<file path="src/rtl/pcap_stream_arbiter_2to1.sv">
// Packet-atomic round-robin merge of two 64-bit Avalon-ST streams onto one registered source,
// with a programmable idle gap between packets, per-input packet counters and a sticky framing-error flag.

module pcap_arb_lane #(
  parameter int CNT_W = 16
) (
  input  logic             clk_out,
  input  logic             rst_n,
  input  logic             valid,
  input  logic             sop,
  input  logic             eop,
  input  logic             is_idle,
  input  logic             is_pkt,
  input  logic             granted,
  input  logic             can_load,
  output logic             ready,
  output logic             req,
  output logic             drain,
  output logic             accept,
  output logic [CNT_W-1:0] pktcount
);
  // A requester always carries sop, so the input picked in IDLE can never also be drained.
  assign req    = valid && sop;
  assign drain  = is_idle && valid && !sop;
  assign ready  = (is_pkt && granted && can_load) || drain;
  assign accept = is_pkt && granted && valid && can_load;

  always_ff @(posedge clk_out or negedge rst_n) begin
    if (!rst_n)             pktcount <= '0;
    else if (accept && eop) pktcount <= pktcount + 1'b1;
  end
endmodule

module pcap_stream_arbiter_2to1 #(
  parameter int MIN_GAP = 1,
  parameter int CNT_W   = 16
) (
  input  logic             clk_out,
  input  logic             rst_n,
  input  logic [63:0]      asi_in0_data,
  input  logic             asi_in0_valid,
  output logic             asi_in0_ready,
  input  logic             asi_in0_sop,
  input  logic             asi_in0_eop,
  input  logic [2:0]       asi_in0_empty,
  input  logic [5:0]       asi_in0_error,
  input  logic [63:0]      asi_in1_data,
  input  logic             asi_in1_valid,
  output logic             asi_in1_ready,
  input  logic             asi_in1_sop,
  input  logic             asi_in1_eop,
  input  logic [2:0]       asi_in1_empty,
  input  logic [5:0]       asi_in1_error,
  output logic [63:0]      aso_out_data,
  output logic             aso_out_valid,
  input  logic             aso_out_ready,
  output logic             aso_out_sop,
  output logic             aso_out_eop,
  output logic [2:0]       aso_out_empty,
  output logic [5:0]       aso_out_error,
  output logic [1:0]       grant,
  output logic [CNT_W-1:0] pktcount0,
  output logic [CNT_W-1:0] pktcount1,
  output logic             proto_err
);
  localparam int NUM_IN = 2;
  localparam int GAP_W  = $clog2(MIN_GAP + 2);

  typedef struct packed {
    logic [63:0] data;
    logic        sop;
    logic        eop;
    logic [2:0]  empty;
    logic [5:0]  error;
  } beat_t;

  typedef enum logic [1:0] {S_IDLE, S_PKT, S_GAP} state_t;

  state_t                          state, state_nxt;
  beat_t  [NUM_IN-1:0]             in_beat;
  beat_t                           cur, out_q;
  logic   [NUM_IN-1:0]             in_valid, in_ready, req, drain, accept;
  logic   [NUM_IN-1:0][CNT_W-1:0]  cnt;
  logic   [NUM_IN-1:0]             grant_q;
  logic                            last, first_q, out_valid_q, err_q;
  logic   [GAP_W-1:0]              gap_cnt;
  logic                            is_idle, is_pkt, can_load, gidx, sel_valid, sel_idx, load;

  assign in_beat[0] = {asi_in0_data, asi_in0_sop, asi_in0_eop, asi_in0_empty, asi_in0_error};
  assign in_beat[1] = {asi_in1_data, asi_in1_sop, asi_in1_eop, asi_in1_empty, asi_in1_error};
  assign in_valid   = {asi_in1_valid, asi_in0_valid};

  assign is_idle   = (state == S_IDLE);
  assign is_pkt    = (state == S_PKT);
  assign can_load  = !out_valid_q || aso_out_ready;
  assign gidx      = grant_q[1];
  assign cur       = in_beat[gidx];
  assign load      = |accept;
  assign sel_valid = |req;
  // On a tie the input that did not finish the previous packet wins.
  assign sel_idx   = (&req) ? ~last : req[1];

  for (genvar i = 0; i < NUM_IN; i++) begin : g_lane
    pcap_arb_lane #(.CNT_W(CNT_W)) u_lane (
      .clk_out  (clk_out),
      .rst_n    (rst_n),
      .valid    (in_valid[i]),
      .sop      (in_beat[i].sop),
      .eop      (in_beat[i].eop),
      .is_idle  (is_idle),
      .is_pkt   (is_pkt),
      .granted  (grant_q[i]),
      .can_load (can_load),
      .ready    (in_ready[i]),
      .req      (req[i]),
      .drain    (drain[i]),
      .accept   (accept[i]),
      .pktcount (cnt[i])
    );
  end

  always_comb begin
    state_nxt = state;
    case (state)
      S_IDLE:  if (sel_valid) state_nxt = S_PKT;
      S_PKT:   if (load && cur.eop) state_nxt = (MIN_GAP > 0) ? S_GAP : S_IDLE;
      S_GAP:   if (gap_cnt <= GAP_W'(1)) state_nxt = S_IDLE;
      default: state_nxt = S_IDLE;
    endcase
  end

  always_ff @(posedge clk_out or negedge rst_n) begin
    if (!rst_n) state <= S_IDLE;
    else        state <= state_nxt;
  end

  always_ff @(posedge clk_out or negedge rst_n) begin
    if (!rst_n) begin
      grant_q <= '0;
      last    <= 1'b1;
      first_q <= 1'b0;
      gap_cnt <= '0;
      err_q   <= 1'b0;
    end else begin
      if (|drain) err_q <= 1'b1;
      case (state)
        S_IDLE: if (sel_valid) begin
          grant_q <= sel_idx ? 2'b10 : 2'b01;
          first_q <= 1'b1;
        end
        S_PKT: if (load) begin
          first_q <= 1'b0;
          // A stray sop inside a packet is flagged but still forwarded.
          if (cur.sop && !first_q) err_q <= 1'b1;
          if (cur.eop) begin
            last    <= gidx;
            grant_q <= '0;
            gap_cnt <= GAP_W'(MIN_GAP);
          end
        end
        S_GAP:   gap_cnt <= gap_cnt - 1'b1;
        default: ;
      endcase
    end
  end

  always_ff @(posedge clk_out or negedge rst_n) begin
    if (!rst_n) begin
      out_q       <= '0;
      out_valid_q <= 1'b0;
    end else if (load) begin
      out_q       <= cur;
      out_valid_q <= 1'b1;
    end else if (aso_out_ready) begin
      out_valid_q <= 1'b0;
    end
  end

  assign asi_in0_ready = in_ready[0];
  assign asi_in1_ready = in_ready[1];
  assign aso_out_data  = out_q.data;
  assign aso_out_valid = out_valid_q;
  assign aso_out_sop   = out_q.sop;
  assign aso_out_eop   = out_q.eop;
  assign aso_out_empty = out_q.empty;
  assign aso_out_error = out_q.error;
  assign grant         = grant_q;
  assign pktcount0     = cnt[0];
  assign pktcount1     = cnt[1];
  assign proto_err     = err_q;
endmodule

</file>
<file path="config.mk">
export PLATFORM = sky130hd
export DESIGN_NAME = pcap_stream_arbiter_2to1
export DESIGN_NICKNAME = d
export VERILOG_FILES = /design/src/rtl/pcap_stream_arbiter_2to1.sv
export SDC_FILE = /design/constraint.sdc
export NUM_CORES = 1
export LEC_CHECK = 0
export ABC_AREA = 1
export ABC_CLOCK_PERIOD_IN_PS = 1900
export CORE_MARGIN = 3
export CORE_UTILIZATION = 36
export CTS_CLUSTER_SIZE = 20
export DETAILED_ROUTE_END_ITERATION = 6
export GPL_ROUTABILITY_DRIVEN = 0
export PLACE_DENSITY = 0.74
export SLEW_MARGIN = 40
export SYNTH_ARGS = -nofsm -noshare
export SYNTH_HDL_FRONTEND = slang
export SYNTH_HIERARCHICAL = 1
export SYNTH_SLANG_ARGS = --single-unit
</file>
<file path="constraint.sdc">
create_clock -name clk_out -period 1.9 [get_ports clk_out]
set_input_delay 0.38 -clock clk_out [delete_from_list [all_inputs] [get_ports clk_out]]
set_output_delay 0.38 -clock clk_out [all_outputs]
set_load 0.01 [all_outputs]
</file>
==> run_results.csv, run 1 <==
group,metric,value,unit
yosys,synth_top_cell_area_share,50.1,%
power,ir_drop,0.792,mV
timing,final_max_slew_viol_count,0,
yosys,synthFlopType,"dfrtp_1",
floorplanning,die_area,17700,um^2
clocking,path_clk_slew,50,ps
clocking,clkSinkCount,117,
worst_setup_path,cp-startpoint,"g_lane[0].u_lane/pktcount[6]",
finish,layout-drive-gt1-share,12.0,%
yosys,ys_ff_latch,117,
worst_setup_path,crit_required,1520,ps
finish,syn_to_final_growth,67.4,%
worst_hold_path,hp-class,"in2async",
worst_setup_path,path_cells,"clkdlybuf4s50_1",
routing,route.detailed.drc,0,
timing,rsz0062_at_grt,"true",
power,leakage,0.00438,uW
yosys,ys_types,30,
clocking,clockBufferDepth,2,
yosys,synth_enable_flop_cells,0,
worst_setup_path,worstSetupPathType,"reg2out",
routing,first_pass_iters,5,
floorplanning,core,15500,um^2
power,power_frac_seq,28.7,%
worst_setup_path,r2r_start,"state[0]",
routing,wirelength,19000,um
power,p_per_area,1460,nW/um^2
yosys,synth_cells,710,
worst_setup_path,cpPeakStageDelay,580,ps
yosys,async_reset_ff_share,100,%
place,place.port_buffers,267,
worst_setup_path,cp-start-kind,"flip-flop",
worst_setup_path,end_kind,"primary output",
power,power_frac_clock,23.6,%
power,switching_share,35.6,%
worst_setup_path,r2r_end,"aso_out_data[43]",
floorplanning,die_x,133,um
floorplanning,ioPinCount,268,
yosys,ys_seq_area_share,50.5,%
power,combPwrFrac,47.7,%
power,switching_power,5040,uW
job,drv_cap,0,
timing,setup_viol,0,
worst_setup_path,worstPathArrival,1460,ps
timing,fin_tns_setup,0,ps
yosys,synth_fp_nets,868,
floorplanning,row_count,45,
clocking,htreeDepth,4,
routing,wire_per_inst,15.4,um
place,dpl.hpwl,13900,um
worst_setup_path,crit_fanout,5,
global_route,grt_overflow_total,0,
clocking,tritoncts,"yes",
global_route,grt_pass1_wl,29700,um
timing,tightest_slew,586,ps
finish,antenna_cells,0,
timing,min_period,1840,ps
yosys,synth_commonest_cells,"nand2_1, a21oi_1, dfrtp_1",
global_route,track_usage,21.1,%
routing,viasPerCell,4.75,
worst_setup_path,reg2regPathDepth,11,
floorplanning,start_util,37.4,%
floorplanning,fp.dieH,133,um
routing,vias,5867,
yosys,synth_top_cells_by_area,"dfrtp_1, nand2_1, a21oi_1, nor2_1, inv_1",
yosys,yosysMostFrequentCell,"nand2_1",
clocking,clk-insertion-delay-late,410,ps
worst_setup_path,slowest_stage,"clkdlybuf4s50_1",
status,status,"finished, final reports clean",
timing,fmax,543,MHz
yosys,syn_area,5800,um^2
global_route,grt_antenna_before_repair,0,
routing,drt-initial-drc-count,345,
clocking,numCtsBuffers,17,
finish,final_area,9700,um^2
power,internal_power,9130,uW
global_route,grt_max_degree,53,
routing,final_antenna_net_count,0,
worst_setup_path,cp_num_buf_inv,1,
timing,min_period_over_period,96.9,%
timing,slew-limit-headroom,60.9,%
worst_setup_path,r2r_slack,140,ps
finish,final_nets,1170,
global_route,grt_pass1_vias,5775,
clocking,clockRootBuffer,"clkbuf_16",
yosys,yosysWarnings,6,
place,placed_area,8970,um^2
timing,hold_viol,0,
yosys,postSynthAreaPerCell,8.16,um^2
yosys,synth.largest_area_cell,"dfrtp_1",
worst_setup_path,crit_family,"buffers and inverters",
timing,fin_skew,8.13,ps
-- routing by layer --
| metal | vias up | global-route usage [%] | routed length, um |
|---|---|---|---|
| met1 | 2736 | 25.8 | 7940 |
| li1 | 2894 | - | - |
| met2 | 208 | 34.4 | 9130 |
| met4 | 0 | 7.85 | 425 |
| met5 | - | 0 | 0 |
| met3 | 29 | 7.41 | 1540 |
-- cell families (layout without fill, tap and decap cells) --
| kind of cell | after synthesis | after routing | share of synthesized area [%] |
|---|---|---|---|
| buf+inv | 73 | 388 | 6.48 |
| xor+xnor | 18 | 18 | 2.98 |
| flops | 117 | 117 | 50.5 |
| compound gates | 153 | 153 | 13.3 |
| fa+ha+maj | 3 | 3 | 0.648 |
| simple gates | 346 | 346 | 26.1 |
-- state kept, by name (all words and copies together) (netlist names) --
name	cells
last	1
gap_cnt	2
aso_out_eop	1
aso_out_valid	1
state	2
proto_err	1
first_q	1
aso_out_data	64
g_lane.u_lane/pktcount	32
aso_out_sop	1
aso_out_empty	3
grant	2
aso_out_error	6
-- layout make-up --
type / instances / area, um^2
clock inverters: 8 / 120
multi-input cells: 520 / 2530
repair buffers: 315 / 3200
inverters: 41 / 154
fillers: 1340 / 5780
well taps: 211 / 264
flip-flops and latches: 117 / 2930
clock buffers: 24 / 502
-- worst max-delay path by stage --
| stage | end | cells after the start | slack [ps] |
|---|---|---|---|
| CTS | grant[1] | 2 | 8 |
| detailed placement | aso_out_data[19] | 11 | -430 |
| floorplan | grant[0] | 11 | 120 |
| global route | grant[0] | 13 | -30 |
| global placement | aso_out_data[29] | 11 | -360 |
| finish | pktcount0[6] | 1 | 60 |
-- power by group through the flow --
stage | clock network [uW] | logic, uW | registers (uW)
floorplan | 0 | 2710 | 4490
global placement | 0 | 6460 | 4060
detailed placement | 0 | 6580 | 4100
CTS | 3430 | 6710 | 4070
global route | 3540 | 7340 | 4200
finish | 3350 | 6750 | 4070
-- through the flow --
step	power (uW)	instances	hold slack [ps]	worst slack, ps	utilization, %
CTS	14200	1233	428	7.96	62.3
floorplan	7200	710	84.4	123	-
finish	14200	1236	436	58.6	62.7
global route	15100	1236	459	-33.8	62.7
global placement	10500	1199	304	-362	57.9
detailed placement	10700	1199	308	-435	57.9
-- what timing repair did --
action	in CTS	in global routing
gates resized for setup	14	12
pin swaps	0	2
buffers inserted	0	3
endpoints found under the setup margin	80	71
endpoints found under the hold margin	19	0
gates cloned	1	0
hold buffers	1	0
-- cell usage in the layout, fill, tap and decap left out, types with 5 or more instances in the layout --
cell type,count
buf_4,34
nand3_1,15
buf_12,12
xor2_1,8
nand3b_1,6
nor2_4,9
clkbuf_8,5
a21oi_1,143
clkbuf_16,17
nor2_2,6
inv_1,34
inv_2,7
xnor2_1,8
nor2_1,94
dfrtp_1,114
clkdlybuf4s50_1,263
nand2_1,198
Note: power is estimated with default switching activity, not from simulation.
==> inputs of run 2 (changes only) <==
--- a/config.mk
+++ b/config.mk
@@ -5,14 +5,14 @@
 export SDC_FILE = /design/constraint.sdc
 export NUM_CORES = 1
 export LEC_CHECK = 0
-export ABC_AREA = 1
 export ABC_CLOCK_PERIOD_IN_PS = 1900
 export CORE_MARGIN = 3
-export CORE_UTILIZATION = 36
+export CORE_UTILIZATION = 35
 export CTS_CLUSTER_SIZE = 20
 export DETAILED_ROUTE_END_ITERATION = 6
 export GPL_ROUTABILITY_DRIVEN = 0
 export PLACE_DENSITY = 0.74
+export REMOVE_ABC_BUFFERS = 1
 export SLEW_MARGIN = 40
 export SYNTH_ARGS = -nofsm -noshare
 export SYNTH_HDL_FRONTEND = slang
==> run 2 against run 1 <==
Compared with the run above: synthesized cell count is 29% lower; clock skew is 2.5 ps lower; clock power is 12% lower; fmax is 2.3% lower; worst hold slack better by 37 ps; synthesized area is 5.0% lower; non-clock buffer count is 10 lower; first-iteration DRC count is 50% lower; global-route usage is 2.0 points lower; register-to-register slack worse by 50 ps; critical path type unchanged; critical endpoint is now asi_in1_ready; largest power group unchanged.
==> run_results.csv, run 2 <==
group,metric,value,unit
finish,fin_util,60.0,%
timing,min_period_over_period,99.1,%
worst_setup_path,crit_fanout,2,
timing,hold_viol,0,
timing,holdWs,473,ps
finish,final_area,9190,um^2
yosys,yosysMostFrequentCell,"dfrtp_1",
yosys,synth_top_cell_area_share,52.7,%
floorplanning,ioPinCount,268,
yosys,ys_types,42,
global_route,grt_antenna_before_repair,0,
worst_setup_path,cp.depth,6,
worst_setup_path,worstSetupPathType,"reg2out",
yosys,ys_ff_latch,117,
finish,most-common-layout-cells,"clkdlybuf4s50_1, dfrtp_1, nand2_1, mux2i_1, o21ai_1",
timing,fin_skew,5.63,ps
worst_setup_path,cp_num_buf_inv,2,
floorplanning,start_util,35.9,%
timing,final_max_slew_viol_count,0,
finish,final_nets,959,
yosys,ys_seq_area_share,53.2,%
routing,first_pass_iters,4,
global_route,grt_overflow_total,0,
yosys,synthFlopType,"dfrtp_1",
place,dpl.hpwl,12500,um
finish,layout-drive-gt1-share,11.9,%
timing,fmax,531,MHz
status,status,"finished, final reports clean",
floorplanning,die_area,17300,um^2
worst_setup_path,reg2regPathDepth,7,
finish,antenna_cells,0,
yosys,yosysWarnings,6,
power,leakage,0.00391,uW
worst_setup_path,r2r_end,"g_lane[0].u_lane/pktcount[13]",
global_route,grt_max_degree,74,
clocking,clockRootBuffer,"clkbuf_16",
timing,worst_slack,16.2,ps
routing,route.detailed.drc,0,
yosys,synth_enable_flop_cells,0,
finish,final_common_cell,"clkdlybuf4s50_1",
worst_setup_path,r2r_start,"state[1]",
yosys,async_reset_ff_share,100,%
clocking,clkSinkCount,117,
power,power_frac_clock,23.0,%
finish,syn_to_final_growth,66.9,%
job,drv_cap,0,
floorplanning,core,15300,um^2
routing,final_antenna_net_count,0,
place,post-place-ws,-269,ps
power,ir_drop,0.624,mV
global_route,grt_pass1_wl,26500,um
power,power_frac_seq,31.5,%
floorplanning,die_x,131,um
routing,wire_per_inst,15.7,um
timing,tightest_slew,517,ps
clocking,tritoncts,"yes",
yosys,synth.largest_area_cell,"dfrtp_1",
yosys,syn_area,5510,um^2
clocking,clockBufferDepth,2,
timing,min_period,1880,ps
clocking,htreeDepth,4,
power,p_per_area,1390,nW/um^2
global_route,grt_pass1_vias,5129,
worst_setup_path,r2r_slack,90,ps
power,switching_share,35.0,%
worst_setup_path,cp-startpoint,"state[1]",
worst_setup_path,cp-start-kind,"flip-flop",
floorplanning,fp.dieH,131,um
worst_setup_path,slowest_stage,"dfrtp_1",
clocking,numCtsBuffers,17,
place,placed_area,8540,um^2
floorplanning,row_count,45,
clocking,clk-insertion-delay-late,410,ps
routing,vias,4812,
worst_setup_path,crit_family,"simple AND/OR/NAND/NOR gates",
yosys,synth_commonest_cells,"dfrtp_1, nand2_1, mux2i_1, o21ai_1, xnor2_1",
place,place.port_buffers,267,
yosys,synth_top_cells_by_area,"dfrtp_1, mux2i_1, o21ai_1, nand2_1, xnor2_1",
worst_setup_path,crit_required,1520,ps
power,internal_power,8310,uW
worst_setup_path,crit_end,"asi_in1_ready",
finish,largest_reg_flops,64,
yosys,postSynthAreaPerCell,10.9,um^2
routing,wirelength,16100,um
timing,rsz0062_at_grt,"true",
global_route,track_usage,19.1,%
worst_setup_path,end_kind,"primary output",
worst_hold_path,hp-start,"first_q",
worst_setup_path,path_cells,"or2_1 > inv_2 > nand2_1 > nor2_2 > a31o_2 > buf_6",
worst_setup_path,cpPeakStageDelay,370,ps
worst_setup_path,worstPathArrival,1500,ps
timing,setup_viol,0,
routing,viasPerCell,4.69,
timing,slew-limit-headroom,65.6,%
worst_hold_path,hp-class,"reg2reg",
routing,drt-initial-drc-count,172,
clocking,path_clk_slew,50,ps
power,combPwrFrac,45.5,%
yosys,synth_cells,503,
power,switching_power,4470,uW
==> run 2: cell types whose count changed in the layout (fill, tap and decap cells not counted), moves of 7 or more <==
cell     delta
nor2_4      -7
mux2i_1    +75
o21ai_1    +72
nand2_1   -104
xnor2_1    +14
nor2_1     -87
inv_1      -31
a21oi_1   -138
buf_12      -7
==> run 2: how the worst min path moves through the flow <==
stage | depth (start not counted) | endpoint | slack, ps
after CTS | 1 | proto_err | 470
final | 1 | proto_err | 470
after detailed placement | 2 | aso_out_data[14] | 410
after floorplan | 0 | aso_out_data[0] | 80
after global routing | 1 | proto_err | 490
after global placement | 2 | aso_out_data[14] | 400
==> run 2: cell families (layout without fill, tap and decap cells) <==
family                     count (synthesis)  after routing  synth area share [%]
and+or+nand+nor                          147            147                  13.6
DFF                                      117            117                  53.2
AOI/OAI and AO/OA                         94             94                  9.27
muxes                                     78             78                  14.3
buffers and inverters                     34            345                  4.11
xor gates and xnor gates                  30             30                  4.77
adders and majority gates                  3              3                 0.682
==> run 2: layout make-up <==
cell class	count	area [um^2]
clock buffers	20	447
clock inverters	12	105
fillers	1253	6120
inverters	8	37.5
multi-input cells	352	2380
flip-flops and latches	117	2930
well taps	211	264
repair buffers	305	3020
==> run 2: repair_timing <==
item / 4_1_cts / 5_1_grt
hold buffers: 1 / 0
buffers inserted: 4 / 2
pin swaps: 3 / 8
gates resized for setup: 16 / 9
endpoints found under the setup margin: 3 / 58
endpoints found under the hold margin: 65 / 0
==> run 2: worst reg2reg max path: stages (launching register included) <==
cell      delay (ps)
dfrtp_1          370
buf_4            140
nand2b_4         160
inv_8             90
nand4_4          160
nor4_4           470
nand4_1          160
xnor2_1          140
==> run 2: per-layer routing <==
layer	global-route usage (%)	routed length, um	up-vias
li1	-	-	2344
met1	22.8	6510	2230
met5	0	0	-
met3	7.66	1350	29
met4	6.59	352	0
met2	31.4	7920	209
==> run 2: power groups by stage <==
stage,registers (uW),clock network [uW],logic (uW)
floorplan,4600,0,2140
global placement,4000,0,5600
detailed placement,4050,0,5730
CTS,4030,3020,5830
global route,4150,3140,6380
finish,4020,2940,5810
==> run 2: per-stage QoR <==
stage	setup TNS (ps)	power (uW)	instances
after floorplan	-247920	6740	477
after global placement	-24500	9600	986
after detailed placement	-24620	9780	986
after CTS	-47.0	12900	1023
after global routing	-132	13700	1025
final	0	12800	1025
